--- config.mk ---
export PLATFORM = sky130hd
export DESIGN_NAME = generador_pulsos
export DESIGN_NICKNAME = d
export VERILOG_FILES = /design/src/rtl/generador_pulsos_pkg.sv /design/src/rtl/generador_pulsos.sv
export SDC_FILE = /design/constraint.sdc
export NUM_CORES = 1
export LEC_CHECK = 0
export CORE_UTILIZATION = 29
export CTS_CLUSTER_SIZE = 30
export DETAILED_ROUTE_END_ITERATION = 7
export PLACE_DENSITY = 0.41
export RECOVER_POWER = 100
export SLEW_MARGIN = 10
export SYNTH_ARGS = -nofsm -noshare
export SYNTH_HDL_FRONTEND = slang
export SYNTH_SLANG_ARGS = --single-unit
--- constraint.sdc ---
create_clock -name clk -period 3.8 [get_ports clk]
set_clock_uncertainty 0.1 [all_clocks]
set_input_delay 0.76 -clock clk [delete_from_list [all_inputs] [get_ports clk]]
set_output_delay 0.76 -clock clk [all_outputs]
set_load 0.05 [all_outputs]
--- src/rtl/generador_pulsos_pkg.sv ---
// constantes_rtc: constants shared by the RTC controller front panel.
//   FRECUENCIA_HZ       system clock frequency
//   RETARDO_DEF         default press-to-first-repeat delay (0.5 s)
//   PERIODO_DEF         default repeat interval (0.1 s)
//   estado_t            state encoding for generador_pulsos
//   maximo()            helper used to size counters
package constantes_rtc;

    localparam int unsigned FRECUENCIA_HZ = 100_000_000;
    localparam int unsigned RETARDO_DEF   = FRECUENCIA_HZ / 2;
    localparam int unsigned PERIODO_DEF   = FRECUENCIA_HZ / 10;

    typedef enum logic [1:0] {
        REPOSO = 2'b00,
        ESPERA = 2'b01,
        REPITE = 2'b10
    } estado_t;

    function automatic int unsigned maximo(input int unsigned a, input int unsigned b);
        return (a > b) ? a : b;
    endfunction

endpackage

--- src/rtl/generador_pulsos.sv ---
// generador_pulsos: turns the debounced button level into one-clock command
// pulses: one on press, then auto-repeat while the button stays held.
//   clk        system clock, rising edge
//   reset      synchronous, active-high
//   entrada    debounced button level, synchronous to clk
//   pulso      registered one-clock command strobe
//   mantenido  registered flag, high while auto-repeating
module generador_pulsos
    import constantes_rtc::*;
#(
    parameter int unsigned RETARDO      = RETARDO_DEF,
    parameter int unsigned PERIODO      = PERIODO_DEF,
    parameter bit          HABILITA_REP = 1'b1
) (
    input  logic clk,
    input  logic reset,
    input  logic entrada,
    output logic pulso,
    output logic mantenido
);

    localparam int unsigned ANCHO = $clog2(maximo(RETARDO, PERIODO));
    localparam logic [ANCHO-1:0] FIN_RETARDO = ANCHO'(RETARDO - 1);
    localparam logic [ANCHO-1:0] FIN_PERIODO = ANCHO'(PERIODO - 1);

    estado_t          estado;
    logic [ANCHO-1:0] cnt;
    logic             entrada_q;
    logic             subida;

    assign subida = entrada & ~entrada_q;

    always_ff @(posedge clk) begin
        if (reset) begin
            estado    <= REPOSO;
            cnt       <= '0;
            pulso     <= 1'b0;
            mantenido <= 1'b0;
            // Held-through-reset button must be released before it counts as a press.
            entrada_q <= 1'b1;
        end else begin
            entrada_q <= entrada;
            case (estado)
                REPOSO: begin
                    mantenido <= 1'b0;
                    if (subida) begin
                        pulso  <= 1'b1;
                        cnt    <= '0;
                        estado <= ESPERA;
                    end else begin
                        pulso <= 1'b0;
                    end
                end

                ESPERA: begin
                    if (!entrada) begin
                        estado <= REPOSO;
                        pulso  <= 1'b0;
                        cnt    <= '0;
                    end else if (cnt == FIN_RETARDO) begin
                        pulso <= HABILITA_REP;
                        if (HABILITA_REP) begin
                            cnt       <= '0;
                            estado    <= REPITE;
                            mantenido <= 1'b1;
                        end
                        // Without repeat, cnt parks at the terminal value until release.
                    end else begin
                        cnt   <= cnt + 1'b1;
                        pulso <= 1'b0;
                    end
                end

                REPITE: begin
                    if (!entrada) begin
                        estado    <= REPOSO;
                        pulso     <= 1'b0;
                        cnt       <= '0;
                        mantenido <= 1'b0;
                    end else if (cnt == FIN_PERIODO) begin
                        pulso     <= 1'b1;
                        cnt       <= '0;
                        mantenido <= 1'b1;
                    end else begin
                        cnt       <= cnt + 1'b1;
                        pulso     <= 1'b0;
                        mantenido <= 1'b1;
                    end
                end

                default: begin
                    estado    <= REPOSO;
                    cnt       <= '0;
                    pulso     <= 1'b0;
                    mantenido <= 1'b0;
                end
            endcase
        end
    end

endmodule
Word-level counts from Yosys, hierarchy flattened:

Cells that the tools add are included.

* equal/unequal tests: 9
* muxes and demuxes: 21
* reductions and logical operators: 3
* bitwise operators: 2
* $add $sub $neg: 1

Operators with widths (number)
* 26-bit two-way mux: 5
* 26-bit one-hot mux with 3 select lines: 1
* 26-bit by 1-bit adder with 26-bit output (second input constant): 1
* 26-bit by 24-bit == test with 1-bit output (second input constant): 1
* 26-bit == test (second input constant): 1
* 1-bit two-way mux: 8
* 2-bit two-way mux: 4
* 2-bit inequality test (second input constant): 4
* 2-bit one-hot mux with 3 select lines: 1
* 3-bit inequality test (second input constant): 1
* 1-bit one-hot mux with 3 select lines: 1
* 3-bit AND reduction: 1
* 2-bit by 1-bit == test with 1-bit output (second input constant): 1
* 2-bit == test (second input constant): 1
* 2-bit logical NOT: 1
* 1-bit one-hot mux with 2 select lines: 1
* 2-bit AND reduction: 1
* 1-bit bitwise AND: 1
* 1-bit NOT: 1

* input port bits: 3
* flip-flop bits (word level): 31
* output and inout port bits: 2

Longest topological paths before layout:

* depth in word-level cells: 4
* mapped depth: 8

Least setup slack after synthesis:

OpenSTA, ideal clock, no wires.

* path kind: register to register
* start point: reg cnt[7]
* end point: reg cnt[19]
* setup slack: 1170 ps
* cell stages (with the launch flop): 7
* arrival: 2413 ps
* path through: dfxtp_1 > or4b_1 > or4_4 > nor4_4 > o22ai_2 > a31o_1 > a22o_1

* cells in the longest elaborated chain, start to end: 4
* elaborated cells between the ends (all ways): 8
* classes of those cells: 1 x add/sub; 2 x eq/ne; 5 x mux

Ends and longest elaborated chain
* start, declared: line generador_pulsos.sv:27 `logic [ANCHO-1:0] cnt;`
* start signal, assigned: line generador_pulsos.sv:69 `cnt <= cnt + 1'b1;`
* start signal, assigned: line generador_pulsos.sv:85 `cnt <= cnt + 1'b1;`
* 26-bit by 1-bit adder with 26-bit output, or another cell as far along: line generador_pulsos.sv:69, generador_pulsos.sv:85
* 26-bit two-way mux (on tied branches): line generador_pulsos.sv:80, generador_pulsos.sv:60
* 26-bit two-way mux (on tied branches): line generador_pulsos.sv:75, generador_pulsos.sv:56
* 26-bit one-hot mux with 3 select lines (*): line generador_pulsos.sv:43 `case (estado)`

Every way passes the cells marked *; elsewhere a longest branch is shown, timed or not.
A chain may end at the register's enable or synchronous reset.

Worst setup path after layout:

* start point: in entrada
* end point: reg estado[0]

* cells in the longest elaborated chain, start to end: 3
* elaborated cells between the ends (all ways): 7
* classes of those cells: 3 x eq/ne; 2 x mux; 1 x bitwise; 1 x reduce/logical

Ends and longest elaborated chain
* start, declared: line generador_pulsos.sv:17 `input logic entrada,`
* 1-bit bitwise AND: line generador_pulsos.sv:31 `assign subida = entrada & ~entrada_q;`
* 2-bit inequality test (no source line)
* 3-bit AND reduction (no source line)
* end signal, assigned: line generador_pulsos.sv:35 `estado <= REPOSO;`
* end signal, assigned: line generador_pulsos.sv:49 `estado <= ESPERA;`
* end signal, assigned: line generador_pulsos.sv:57 `estado <= REPOSO;`
* end, declared: line generador_pulsos.sv:26 `estado_t estado;`

Parallel ways exist; a longest one is shown, timed or not.

==> impl_metrics.env <==
export IMPL_nNetsFinal=217
export IMPL_slew_limit_headroom=0.106
export IMPL_port_buffers=4
export IMPL_synth_xor_area_frac=0.0474
export IMPL_root_buffer="clkbuf_8"
export IMPL_worst_setup_path_start_kind="primary input"
export IMPL_num_rows=27
export IMPL_postCtsSetupBuffers=0
export IMPL_crit_arrival_ps=3280
export IMPL_ys_flop_type="dfxtp_1"
export IMPL_drtAntennaViolNets=0
export IMPL_die_y_um=77.7
export IMPL_fp_dieW_um=77.7
export IMPL_dpl_hpwl_mm=3.22
export IMPL_p_total_mw=0.660
export IMPL_layout_drive_gt1_share=0.0813
export IMPL_post_route_util=0.340
export IMPL_status="complete, no violations"
export IMPL_criticalPathCategory="in -> reg"
export IMPL_synth_top_family_by_area="simple AND/OR/NAND/NOR gates"
export IMPL_tns_ps=0
export IMPL_worst_setup_path_end_kind="register"
export IMPL_grt_pass1_vias=1428
export IMPL_synth_simple_area_share=0.343
export IMPL_worst_pin_slew_ps=1330
export IMPL_pin_count=5
export IMPL_muxShareOfSynthArea=0.0188
export IMPL_synthArstFlopShare=0
export IMPL_syn_cell_area_um2=1660
export IMPL_synth_edff_count=0
export IMPL_cp_max_fo=9
export IMPL_grtUsageTotal=0.154
export IMPL_antenna_found_initial=0
export IMPL_cap_violations=0
export IMPL_gr_total_overflow=0
export IMPL_start_util=0.302
export IMPL_gp_congestion=0.856
export IMPL_yosysWarnings=0
export IMPL_ctsHoldBuffers=0
export IMPL_avgSynthCellArea_um2=8.44
export IMPL_post_route_period_util=0.851
export IMPL_drv_slew=0
export IMPL_avgViaCountPerCell=5.38
export IMPL_period_needed_ps=3230
export IMPL_hold_path_class="reg -> reg"
export IMPL_setup_viol=0
export IMPL_yosysSeqAreaShare=0.373
export IMPL_synth_fa_ha_area_frac=0.0376
export IMPL_synth_compound_area_share=0.153
export IMPL_cts_buffer_depth=2
export IMPL_p_leak_nw=0.622
export IMPL_wl_mm=4.33
export IMPL_h_tree_depth=2
export IMPL_fillers=579
export IMPL_core_um2=5510
export IMPL_hold_violations=0
export IMPL_area_growth_pct=12.7
export IMPL_cts_buffers=5
export IMPL_dr_pass1_iters=4
export IMPL_num_vias=1512
export IMPL_cts_sinks=31
export IMPL_grt_pass1_wl_mm=7.24
export IMPL_wl_per_cell_um=15.4
export IMPL_peakVddDrop_mv=0.157
export IMPL_timing_fmax_mhz=309
export IMPL_clk_pin_slew_ps=70
export IMPL_synth_seq_cells=31
export IMPL_syn_num_nets=205
export IMPL_postSynthCellCount=197
export IMPL_grt_max_degree=16
export IMPL_dr_first_iter_drc_count=114
export IMPL_cts_tree="yes"
export IMPL_synth_cell_types=50
export IMPL_drc_errors=0
export IMPL_clock_latency_ps=280
export IMPL_crit_required_ps=3840
export IMPL_grt_setup_unrepaired="false"
export IMPL_antennaDiodeCount=0
export IMPL_postCtsResizedCells=0
export IMPL_cellPowerDensity_nw_per_um2=352
export IMPL_die_area_um2=6040
through the flow:
step / hold slack (ps) / setup WS [ps] / std cells / cell area [um2]
after detailed placement: 383 / 756 / 274 / 1810
after CTS: 392 / 747 / 281 / 1900
after global routing: 437 / 309 / 281 / 1870
after global placement: 377 / 806 / 274 / 1810
after floorplan: 358 / 1170 / 197 / 1660
final: 389 / 567 / 281 / 1870
state kept, by name, summed over array words and instances, names as in the netlist:
name	count
mantenido	1
cnt	26
estado	2
entrada_q	1
pulso	1
final timing paths:
| path | startpoint | end | slack [ps] | cells past startpoint |
|---|---|---|---|---|
| max | entrada | estado[0]$_SDFFE_PP0P_ | 570 | 7 |
| max reg2reg | cnt[7]$_SDFFE_PP0N_ | cnt[7]$_SDFFE_PP0N_ | 570 | 6 |
| min reg2reg | cnt[1]$_SDFFE_PP0N_ | cnt[1]$_SDFFE_PP0N_ | 390 | 2 |
| min | cnt[1]$_SDFFE_PP0N_ | cnt[1]$_SDFFE_PP0N_ | 390 | 2 |
critical path, stage by stage:
cell and delay (ps):
clkdlybuf4s50_1 530, a21boi_0 1060, clkbuf_1 400, a21oi_1 130, o21ai_0 130, mux2i_1 220
nor2_1 50
layout make-up:
type | instances | area (um2) | share of cell area
repair buffers | 9 | 70.1 | 0.0374
well taps | 72 | 90.1 | 0.0481
multi-input cells | 155 | 980 | 0.523
clock buffers | 6 | 82.6 | 0.0441
flip-flops and latches | 31 | 621 | 0.331
inverters | 7 | 26.3 | 0.0140
clock inverters | 1 | 5.00 | 0.00267
metal layers:
metal	vias to the layer above	track usage	share of wire	wire [um]
li1	764	-	-	-
met1	704	0.212	0.50	2170
met2	38	0.237	0.44	1920
met3	6	0.0294	0.043	185
met4	0	0.0547	0.013	57
met5	-	0	0	0
cell families after synthesis:
family                     after synthesis
AOI/OAI and AO/OA                       35
xor gates and xnor gates                 9
adders and majority gates                5
buffers and inverters                   11
DFF                                     31
muxes                                    3
and+or+nand+nor                        103
cells in the mapped netlist, drive strengths merged, types with 4 or more instances:
cell   instances  area, um2
or4            4       33.8
nor3           9       50.1
a21oi          4       20.0
ha             5       62.6
nor2          19       71.3
and3           5       31.3
nand2         21       78.8
inv            6       22.5
dfxtp         31        621
xor2           5       43.8
o31ai          4       30.0
a31oi          5       31.3
nand4         10       62.6
nor4           5       52.6
nand3         16       80.1
o21ai          6       33.8
xnor2          4       35.0
cell usage in the layout (no fill, tap or decap), types with 2 or more instances in the layout:
cell,instances
a211oi_1,2
a21oi_1,4
a22o_1,3
a22oi_1,2
a31oi_1,5
and3_1,5
buf_4,3
clkbuf_1,2
clkbuf_8,6
dfxtp_1,31
dlygate4sd3_1,3
ha_1,5
inv_1,6
mux2i_1,2
nand2_1,21
nand3_1,16
nand4_1,10
nor2_1,19
nor2b_1,2
nor3_1,9
nor4_1,4
o21ai_0,4
o22ai_1,2
o31ai_1,4
or3_1,3
or4_1,3
or4b_2,2
xnor2_1,4
xor2_1,5
power breakdown:
| group | switching [mW] | leakage, nW | internal [mW] |
|---|---|---|---|
| Clock | 0.122 | 0.0470 | 0.142 |
| Combinational | 0.0470 | 0.325 | 0.0194 |
| Sequential | 0.00236 | 0.250 | 0.328 |
| Total | 0.171 | 0.622 | 0.489 |
No activity file was read; power rests on OpenSTA's default activity.
